$ cat src/rtl/adc_scan_pkg.sv
// Shared types and constants for the ADC scan controller.
package adc_scan_pkg;

  localparam int unsigned NUM_CH = 8;
  localparam int unsigned CH_W   = 3;
  localparam int unsigned DATA_W = 8;

  typedef enum logic [2:0] {
    S_IDLE,
    S_ADDR,
    S_START,
    S_SETTLE,
    S_WAIT_EOC,
    S_READ,
    S_STORE
  } state_e;

  // Lowest set bit of m as {found, index}; index is 0 when nothing is set.
  function automatic logic [CH_W:0] first_set(input logic [NUM_CH-1:0] m);
    logic [CH_W:0] r;
    r = '0;
    for (int i = NUM_CH - 1; i >= 0; i--) begin
      if (m[i]) r = {1'b1, CH_W'(i)};
    end
    return r;
  endfunction

endpackage

$ cat src/rtl/adc_scan_ctrl_regfile.sv
// Result store: one entry plus valid bit per channel, combinational read.
// With ADC_SCAN_AVG_EN defined, a write to an already-valid entry stores the
// truncated mean of the old and new samples.
module adc_result_regfile
  import adc_scan_pkg::*;
(
  input  logic              clk,
  input  logic              rst,
  input  logic              wr_en_i,
  input  logic [CH_W-1:0]   wr_addr_i,
  input  logic [DATA_W-1:0] wr_data_i,
  input  logic [CH_W-1:0]   rd_addr_i,
  output logic [DATA_W-1:0] rd_data_o,
  output logic              rd_valid_o
);

  logic [DATA_W-1:0] mem_q [NUM_CH];
  logic [NUM_CH-1:0] vld_q;
  logic [DATA_W-1:0] wr_val_c;

`ifdef ADC_SCAN_AVG_EN
  // Average with a 9-bit sum so the carry is kept before halving.
  assign wr_val_c = vld_q[wr_addr_i]
                  ? DATA_W'(({1'b0, mem_q[wr_addr_i]} + {1'b0, wr_data_i}) >> 1)
                  : wr_data_i;
`else
  assign wr_val_c = wr_data_i;
`endif

  // Entry and valid-bit update.
  always_ff @(posedge clk or posedge rst) begin
    if (rst) begin
      for (int i = 0; i < NUM_CH; i++) mem_q[i] <= '0;
      vld_q <= '0;
    end else if (wr_en_i) begin
      mem_q[wr_addr_i] <= wr_val_c;
      vld_q[wr_addr_i] <= 1'b1;
    end
  end

  assign rd_data_o  = mem_q[rd_addr_i];
  assign rd_valid_o = vld_q[rd_addr_i];

endmodule

$ cat src/rtl/adc_scan_ctrl.sv
// ADC channel scan controller: sequences ALE/START/EOC/OE handshakes over the
// enabled channels and keeps the latest result per channel.
// Optional averaging of results is enabled by defining ADC_SCAN_AVG_EN.
module adc_scan_ctrl
  import adc_scan_pkg::*;
#(
  parameter int unsigned TIMEOUT_CYC = 64,
  parameter int unsigned SETTLE_CYC  = 2
) (
  input  logic              clk,
  input  logic              rst,
  input  logic              scan_en,
  input  logic              trig,
  input  logic [NUM_CH-1:0] chan_mask,
  input  logic              adc_eoc,
  input  logic [DATA_W-1:0] adc_data,
  output logic              adc_ale,
  output logic              adc_start,
  output logic              adc_oe,
  output logic [CH_W-1:0]   adc_addr,
  input  logic [CH_W-1:0]   rd_addr,
  output logic [DATA_W-1:0] rd_data,
  output logic              rd_valid,
  output logic              busy,
  output logic              scan_done,
  output logic              timeout_err,
  input  logic              err_clr
);

  localparam int unsigned CNT_MAX = (TIMEOUT_CYC > SETTLE_CYC) ? TIMEOUT_CYC : SETTLE_CYC;
  localparam int unsigned CNT_W   = $clog2(CNT_MAX + 1);

  state_e            state_q;
  logic [NUM_CH-1:0] mask_q;
  logic [CH_W-1:0]   ch_q;
  logic [CNT_W-1:0]  cnt_q;
  logic [DATA_W-1:0] sample_q;
  logic              ale_q, start_q, oe_q, busy_q, done_q, terr_q;

  logic [NUM_CH-1:0] above_c;
  logic [CH_W:0]     nxt_c, first_c;
  logic              tmo_c, adv_c, restart_c;

  // Channel search: next enabled channel above the current one, and the
  // first enabled channel of a fresh mask.
  assign above_c   = mask_q & ~((NUM_CH'(2) << ch_q) - NUM_CH'(1));
  assign nxt_c     = first_set(above_c);
  assign first_c   = first_set(chan_mask);
  assign tmo_c     = (state_q == S_WAIT_EOC) && !adc_eoc
                     && (cnt_q == CNT_W'(TIMEOUT_CYC - 1));
  assign adv_c     = tmo_c || (state_q == S_STORE);
  assign restart_c = scan_en && first_c[CH_W];

  // Scan sequencer with registered strobes and status.
  always_ff @(posedge clk or posedge rst) begin
    if (rst) begin
      state_q  <= S_IDLE;
      mask_q   <= '0;
      ch_q     <= '0;
      cnt_q    <= '0;
      sample_q <= '0;
      ale_q    <= 1'b0;
      start_q  <= 1'b0;
      oe_q     <= 1'b0;
      busy_q   <= 1'b0;
      done_q   <= 1'b0;
      terr_q   <= 1'b0;
    end else begin
      ale_q   <= 1'b0;
      start_q <= 1'b0;
      done_q  <= 1'b0;

      if (tmo_c)        terr_q <= 1'b1;
      else if (err_clr) terr_q <= 1'b0;

      case (state_q)
        S_IDLE: begin
          if ((scan_en || trig) && first_c[CH_W]) begin
            mask_q  <= chan_mask;
            ch_q    <= first_c[CH_W-1:0];
            ale_q   <= 1'b1;
            busy_q  <= 1'b1;
            state_q <= S_ADDR;
          end
        end
        S_ADDR: begin
          start_q <= 1'b1;
          state_q <= S_START;
        end
        S_START: begin
          cnt_q   <= '0;
          state_q <= (SETTLE_CYC == 0) ? S_WAIT_EOC : S_SETTLE;
        end
        S_SETTLE: begin
          if (cnt_q == CNT_W'(SETTLE_CYC - 1)) begin
            cnt_q   <= '0;
            state_q <= S_WAIT_EOC;
          end else begin
            cnt_q <= cnt_q + CNT_W'(1);
          end
        end
        S_WAIT_EOC: begin
          if (adc_eoc) begin
            oe_q    <= 1'b1;
            cnt_q   <= '0;
            state_q <= S_READ;
          end else if (!tmo_c) begin
            cnt_q <= cnt_q + CNT_W'(1);
          end
        end
        S_READ: begin
          if (cnt_q == '0) begin
            cnt_q <= CNT_W'(1);
          end else begin
            sample_q <= adc_data;
            oe_q     <= 1'b0;
            state_q  <= S_STORE;
          end
        end
        S_STORE: begin
        end
        default: state_q <= S_IDLE;
      endcase

      // End of a conversion (stored or timed out): next channel or scan end.
      if (adv_c) begin
        if (nxt_c[CH_W]) begin
          ch_q    <= nxt_c[CH_W-1:0];
          ale_q   <= 1'b1;
          state_q <= S_ADDR;
        end else begin
          done_q <= 1'b1;
          if (restart_c) begin
            mask_q  <= chan_mask;
            ch_q    <= first_c[CH_W-1:0];
            ale_q   <= 1'b1;
            state_q <= S_ADDR;
          end else begin
            busy_q  <= 1'b0;
            state_q <= S_IDLE;
          end
        end
      end
    end
  end

  adc_result_regfile u_regfile (
    .clk        (clk),
    .rst        (rst),
    .wr_en_i    (state_q == S_STORE),
    .wr_addr_i  (ch_q),
    .wr_data_i  (sample_q),
    .rd_addr_i  (rd_addr),
    .rd_data_o  (rd_data),
    .rd_valid_o (rd_valid)
  );

  assign adc_ale     = ale_q;
  assign adc_start   = start_q;
  assign adc_oe      = oe_q;
  assign adc_addr    = ch_q;
  assign busy        = busy_q;
  assign scan_done   = done_q;
  assign timeout_err = terr_q;

endmodule

$ cat config.mk
export PLATFORM = sky130hd
export DESIGN_NAME = adc_scan_ctrl
export DESIGN_NICKNAME = d
export VERILOG_FILES = /design/src/rtl/adc_scan_pkg.sv /design/src/rtl/adc_scan_ctrl_regfile.sv /design/src/rtl/adc_scan_ctrl.sv
export SDC_FILE = /design/constraint.sdc
export NUM_CORES = 1
export LEC_CHECK = 0
export CAP_MARGIN = 20
export CELL_PAD_IN_SITES_DETAIL_PLACEMENT = 0
export CELL_PAD_IN_SITES_GLOBAL_PLACEMENT = 1
export CORE_MARGIN = 4
export CORE_UTILIZATION = 40
export DETAILED_ROUTE_END_ITERATION = 16
export HOLD_SLACK_MARGIN = 0.02
export PLACE_DENSITY = 0.79
export SLEW_MARGIN = 20
export SYNTH_ARGS = -nofsm -noshare
export SYNTH_HDL_FRONTEND = slang
export SYNTH_SLANG_ARGS = --single-unit
$ cat constraint.sdc
create_clock -name clk -period 3.6 [get_ports clk]
set_clock_uncertainty 0.1 [all_clocks]
set_input_delay 0.72 -clock clk [delete_from_list [all_inputs] [get_ports clk]]
set_output_delay 0.72 -clock clk [all_outputs]
set_load 0.01 [all_outputs]
Word-level counts from Yosys, hierarchy flattened
Cells that the tools add are included.

Bits in registers: 107. Bits in latches: 0. Bits in writable memories: 0. ROM bits: 0. Output and inout bits: 18. Word-level logic and storage cells: 137. Memories kept: 0.

$add $sub $neg: 2. $mul: 0. Divide/modulo/power cells: 0. $lt $le $gt $ge: 6. Equality and inequality tests: 17. Shift-type cells: 1. Muxes and demuxes: 67. Bitwise operators: 6. Reduce and logical (&&, ||, !) cells: 18.

Operators by type and width (number): $bwmux 64 (1); $mux 4 (16); $mux 8 (8); $mux 3 (10); $mux 7 (4); $pmux 7 s4 (1); $bmux 8 s3 (1); $demux 8 s3 (1); $mux 1 (21); $pmux 3 s7 (1); $ne 3x3->1 const B (5); $eq 3x3->1 const B (3); $and 8x8->8 (1); $ge 4x4->1 const B (2); $lt 3x4->1 const B (2); $ne 2x2->1 const B (4); $not 3->4 (2); $not 8->8 (1); $or 8x8->8 (1); $shl 2x3->8 const A (1); $sub 8x1->8 const B (1); $add 7x1->7 const B (1); $eq 7x1->1 const B (1); $eq 7x6->1 const B (1); 18 further kinds (27).

Longest topological paths before layout
Gate-level depths: netlist of the first run.

Word-level depth: 14. Depth in mapped cells: 6.

Hierarchy
Synthesis of the first run repeated with hierarchy kept, for this count alone.

Cells, all modules: 400. Area, all modules: 5395.2 um2.

By module, submodules not included: adc_result_regfile (instances 1, cells each 192, area an instance 3334.4 um2, sequential area each 1801.7 um2); adc_scan_ctrl (instances 1, cells each 208, area an instance 2060.7 um2, sequential area each 850.8 um2).

Worst setup path before layout of the first run
Ideal clock, no wire load.

Path type: input-to-output. Start: input port rd_addr[0]. End: output port rd_data[0]. Data arrival time: 2.347 ns. Path slack: 0.433 ns. Stages: 4. Path buffers: 2. Cell sequence: clkbuf_1 > buf_2 > mux4_2 > mux2_2.

Cells in the longest elaborated chain, start to end: 4.

RTL lines: start: declaration (RTL line adc_scan_ctrl.sv:21) `input logic [CH_W-1:0] rd_addr,`; $not 3->4 (not written as such) (RTL line adc_scan_ctrl_regfile.sv:41) `assign rd_data_o = mem_q[rd_addr_i];`; $bmux 8 s3 (RTL line adc_scan_ctrl_regfile.sv:41); $mux 8 (not written as such) (2 in a row) (RTL line adc_scan_ctrl_regfile.sv:41); end: declaration (RTL line adc_scan_ctrl.sv:22) `output logic [DATA_W-1:0] rd_data,`.

Every way passes these cells. The select of a mux whose other input is x is not followed.

Worst setup path after layout of the first run
Start: input port rd_addr[1]. End: output port rd_data[6].

The elaborated chain is that of the path after synthesis.

==> impl_metrics.ini, run 1 <==
[cts]
cts_root_buffer = clkbuf_16
cts-resized-gates = 0
clkSinkCount = 106
cts_inserted_buffers = 9
cts_tree = done
clk_latency_ns = 0.35
post-cts-setup-buffers = 0
clk_path_buf_depth = 2
worst_setup_hold_path_clk_slew_ns = 0.07
h-tree-depth = 3
cts_hold_buf = 0

[outcome]
outcome = finished, final reports clean

[timing]
rsz0062_at_grt = false
setup_viol = 0
timing.fmax_mhz = 294
final_period_util = 0.945
timing.final.max_slew_violations = 0
fin_setup_tns_ns = 0
worst-slew-pin-transition_ns = 0.968
report.final.hold_viol_count = 0
worst_slew_margin_rel = 0.351
finalCriticalPeriod_ns = 3.40

[setup_path]
setup.worst_path.start_class = input port
worst-path-max-fanout = 9
critPathCaptureType = output pin
arrival_time_of_the_worst_setup_path_ns = 2.58
setup.worst_path.class = in -> out
ff2ff_path_depth = 4
critical_path.reg2reg.endpoint = u_regfile.mem_q[34]
required_ns = 2.78
reg2reg_setup_slack_ns = 1.12
regToRegStartpoint = state_q[0]

[floorplanning]
io-pin-count = 43
die_h_um = 121
placementRows = 40
start_util = 0.416
placeableCoreArea_um2 = 12300
fp.dieW_um = 121
design.die.area_um2 = 14600

[logic_synthesis]
post_synth.cell_area_avg_um2 = 13.4
synth-edff-count = 0
netlist.top_cell.by_area = dfrtp_1
synthDistinctLibCells = 59
seq_area_frac_synth = 0.521
synth_area_leaders = dfrtp_1 52%, mux2_2 19%, mux4_2 8.0%
synth_seq_cells = 106
synthesis.yosys.warnings = 0
synth_common_cells = 106 x dfrtp_1, 84 x mux2_2, 18 x mux4_2, 16 x nor2_1, 13 x nand2_1
synth.most_common_cell = dfrtp_1
post_synth_inst_count = 379
netlist.area_leader.share = 0.521
share_of_synthesized_flip_flops_with_an_asynchronous_set_or_reset = 1.00
postSynth.topFlopCell = dfrtp_1
syn-num-nets = 407
mapped_area_um2 = 5100

[worst_hold_path]
min_delay_worst_endpoint = u_regfile.vld_q[7]
min-delay-path-class = reg -> reg
hold_start = u_regfile.vld_q[7]
holdPathStages = 1

[routing]
routed_wirelength_mm = 10.6
via_per_inst = 5.41
drt_drc_violations_left = 0
detailedRoute.firstPassIterationCount = 5
drt_iter0_markers = 214
detail_route.wl_per_cell_um = 17.6
count_of_antenna_violating_nets_left_after_detailed_routing = 0
routed_vias = 3258

[placement]
postPlaceCellArea_um2 = 5770
detailedPlacementHpwl_mm = 7.08
numPortBuffers = 42
gp_weighted_congestion = 0.735

[grt]
number_of_global_route_vias_before_repair = 3492
antenna_violations_before_repair = 0
grtUsageTotal = 0.155
global_route.overflow_total = 0
grt_pass1_wl_mm = 18.0
largest_net_degree_at_the_start_of_global_routing = 107

[layout]
n_antenna_cell = 0
layout.filler_cells = 1092
finalNetCount = 457
drive_above_1_share = 0.346
ff_latch_area_um2 = 2650
design_area_um2 = 6090
area_used_by_multi_input_combinational_logic_um2 = 2360
layout-area-overhead-vs-synth_pct = 19.4

[power_and_ir_drop]
power_density_nw_per_um2 = 676
power_w = 0.00411
leakage_nw = 2.74
vdd_ir_drop_max_uv = 297

[run]
drv_cap = 0
-- how the worst max path moves through the flow --
stage               startpoint  depth (start not counted)  slack, ns    endpoint
floorplan           rd_addr[0]                          4       0.43  rd_data[0]
global placement    rd_addr[0]                          5       0.06  rd_data[5]
detailed placement  rd_addr[0]                          5       0.04  rd_data[5]
CTS                 rd_addr[0]                          5       0.03  rd_data[5]
global route        rd_addr[1]                          5       0.14  rd_data[5]
finish              rd_addr[1]                          5       0.20  rd_data[6]
-- cells by family (layout without fill, tap and decap cells) --
family | Yosys count | in the layout | synth area share
buf+inv | 22 | 77 | 0.0172
compound gates | 55 | 55 | 0.0768
flops | 106 | 106 | 0.521
simple gates | 83 | 83 | 0.0967
xor+xnor | 1 | 1 | 0.00172
fa+ha+maj | 3 | 3 | 0.00737
mux | 109 | 109 | 0.280
-- routing by layer --
metal / up-vias / wire (um) / GRT usage
li1: 1521 / - / -
met1: 1659 / 4980 / 0.217
met2: 63 / 5010 / 0.235
met3: 15 / 431 / 0.0424
met4: 0 / 143 / 0.0467
met5: - / 0 / 0
-- where the power goes --
part           internal [W]  switching, W
Combinational      0.000738      0.000508
Sequential          0.00155      0.000362
Clock              0.000484      0.000471
-- placed cells by master (no fill, tap or decap), types with 5 or more instances in the layout --
cell,instances
nor2_1,16
o21ai_0,10
mux2_2,84
clkdlybuf4s50_1,41
or2_2,5
a21oi_1,11
nor2b_1,6
dfrtp_1,106
nand2_1,13
clkbuf_16,10
a22o_1,6
nor3_1,5
buf_4,7
nand2b_1,6
mux4_2,18
inv_1,8
-- through the flow --
step / setup WS [ns] / utilization / hold slack [ns] / instances
global route: 0.141 / 0.496 / 0.384 / 602
detailed placement: 0.0354 / 0.471 / 0.352 / 585
global placement: 0.0575 / 0.471 / 0.349 / 585
finish: 0.197 / 0.496 / 0.371 / 602
CTS: 0.0339 / 0.494 / 0.370 / 601
floorplan: 0.433 / - / 0.329 / 379
-- cell type report --
cell class,instances,area share
Multi-Input combinational cell,251,0.388
Inverter,9,0.00617
Timing Repair Buffer,52,0.0888
Tap cell,168,0.0345
Sequential cell,106,0.436
Clock inverter,7,0.0101
Clock buffer,9,0.0370
-- state kept, by name, summed over array words and instances, names as in the netlist, 3 cells and up --
| signal | flops |
|---|---|
| adc_addr | 3 |
| u_regfile.mem_q | 64 |
| cnt_q | 7 |
| sample_q | 8 |
| u_regfile.vld_q | 8 |
| mask_q | 7 |
| state_q | 3 |
-- worst max-delay path: stages --
cell and delay [ns]:
clkdlybuf4s50_1 0.56, buf_4 0.22, mux4_2 0.31, mux2_2 0.29, clkdlybuf4s50_1 0.48
Note: power is estimated with default switching activity, not from simulation.
==> run 2, diff against run 1 <==
- MAX_ROUTING_LAYER: not set -> met4
- SKIP_LAST_GASP: not set -> 1
==> run 2 against run 1 <==
Against the previous run: total power about the same; core utilization unchanged; sequential cell count unchanged; sequential power about the same.
==> impl_metrics.ini, run 2 (synthesis results as in run 1) <==
[timing]
timing.final.max_slew_violations = 0
final_period_util = 0.940
rsz0062_at_grt = false
worst_slew_margin_rel = 0.354
setup_viol = 0
report.final.hold_viol_count = 0
finalCriticalPeriod_ns = 3.38
hold_slack_ns = 0.375
timing.fmax_mhz = 296
fin_setup_tns_ns = 0
worst-slew-pin-transition_ns = 0.964
final.setup.worst_slack_ns = 0.216

[cts]
cts_inserted_buffers = 9
cts_hold_buf = 0
cts-resized-gates = 0
post-cts-setup-buffers = 0
cts_root_buffer = clkbuf_16
clk_path_buf_depth = 2
clk_latency_ns = 0.35
worst_setup_hold_path_clk_slew_ns = 0.07
clkSinkCount = 106
cts_tree = done
h-tree-depth = 3

[layout]
commonest_cells_after_routing_fill_and_taps_aside = 106 x dfrtp_1, 84 x mux2_2, 41 x clkdlybuf4s50_1, 18 x mux4_2, 16 x nor2_1
n_antenna_cell = 0
layout-area-overhead-vs-synth_pct = 19.4
largest_register_ffs = 64
finalNetCount = 457
top_regs = u_regfile.mem_q: 64 flops, sample_q: 8 flops, u_regfile.vld_q: 8 flops
mostFrequentLayoutCell = dfrtp_1
largest-register = u_regfile.mem_q
drive_above_1_share = 0.346

[placement]
preCtsSetupSlack_ns = 0.0354
detailedPlacementHpwl_mm = 7.08
numPortBuffers = 42
gp_weighted_congestion = 0.745

[run]
drv_cap = 0

[floorplanning]
io-pin-count = 43
fp.dieW_um = 121
placeableCoreArea_um2 = 12300
design.die.area_um2 = 14600
die_h_um = 121
start_util = 0.416
placementRows = 40

[worst_hold_path]
min-delay-path-class = reg -> reg
hold_start = u_regfile.vld_q[7]

[power_and_ir_drop]
power_w = 0.00412
power_density_nw_per_um2 = 676
leakage_nw = 2.74
vdd_ir_drop_max_uv = 297
power.sequential.fraction = 0.465
net_sw_frac = 0.326
comb_power_share = 0.303
clock_power_share = 0.232
cellInternalPower_w = 0.00277
p_switching_w = 0.00134

[routing]
detailedRoute.firstPassIterationCount = 5
detail_route.wl_per_cell_um = 17.5
routed_vias = 3273
drt_drc_violations_left = 0
routed_wirelength_mm = 10.5
via_per_inst = 5.44
drt_iter0_markers = 219
count_of_antenna_violating_nets_left_after_detailed_routing = 0

[grt]
largest_net_degree_at_the_start_of_global_routing = 107
grt_pass1_wl_mm = 18.0
grtUsageTotal = 0.159
antenna_violations_before_repair = 0
global_route.overflow_total = 0
number_of_global_route_vias_before_repair = 3496

[outcome]
outcome = finished, final reports clean

[setup_path]
required_ns = 2.78
setup.worst_path.class = in -> out
critPathCaptureType = output pin
regToRegStartpoint = state_q[0]
setup.worst_path.start_class = input port
arrival_time_of_the_worst_setup_path_ns = 2.56
worstSetupStartpoint = rd_addr[1]
worst-path-max-fanout = 9
[run 2: cell counts in the layout (fill, tap and decap cells not counted)]
No cell type changed its count.
[run 2: per-stage QoR]
stage | cells | utilization | cell area (um^2)
final | 602 | 0.496 | 6090
after global routing | 602 | 0.496 | 6090
after detailed placement | 585 | 0.471 | 5770
after CTS | 601 | 0.494 | 6060
after floorplan | 379 | - | 5100
after global placement | 585 | 0.471 | 5770
[run 2: cell type report]
| cell class | count | area, um^2 |
|---|---|---|
| fillers | 1092 | 6180 |
| flip-flops and latches | 106 | 2650 |
| multi-input cells | 251 | 2360 |
| repair buffers | 52 | 541 |
| clock buffers | 9 | 225 |
| well taps | 168 | 210 |
| clock inverters | 7 | 61.3 |
| inverters | 9 | 37.5 |
[run 2: per-layer routing]
layer	wire (um)	track usage
met5	0	-
met3	408	0.0392
met1	4960	0.219
met2	5000	0.234
met4	172	0.0467
[run 2: worst paths after layout]
check | endpoint | slack [ns] | cells after the start
min in group asynchronous | u_regfile.mem_q[30] | 0.78 | 3
hold / removal | u_regfile.vld_q[7] | 0.37 | 1
max in group asynchronous | adc_addr[0] | 2.20 | 3
setup / recovery | rd_data[6] | 0.22 | 5
setup reg to reg | u_regfile.mem_q[34] | 1.12 | 4
hold reg to reg | u_regfile.vld_q[7] | 0.37 | 1
[run 2: worst max-delay path: stages]
cell and delay, ns:
clkdlybuf4s50_1 0.55, buf_4 0.22, mux4_2 0.30, mux2_2 0.29, clkdlybuf4s50_1 0.48
[run 2: power groups by stage]
stage,clock (W),combinational (W),sequential (W)
detailed placement,0,0.00125,0.00193
floorplan,0,0.000978,0.00177
global route,0.00103,0.00138,0.00198
CTS,0.000978,0.00126,0.00191
finish,0.000957,0.00125,0.00191
global placement,0,0.00121,0.00192
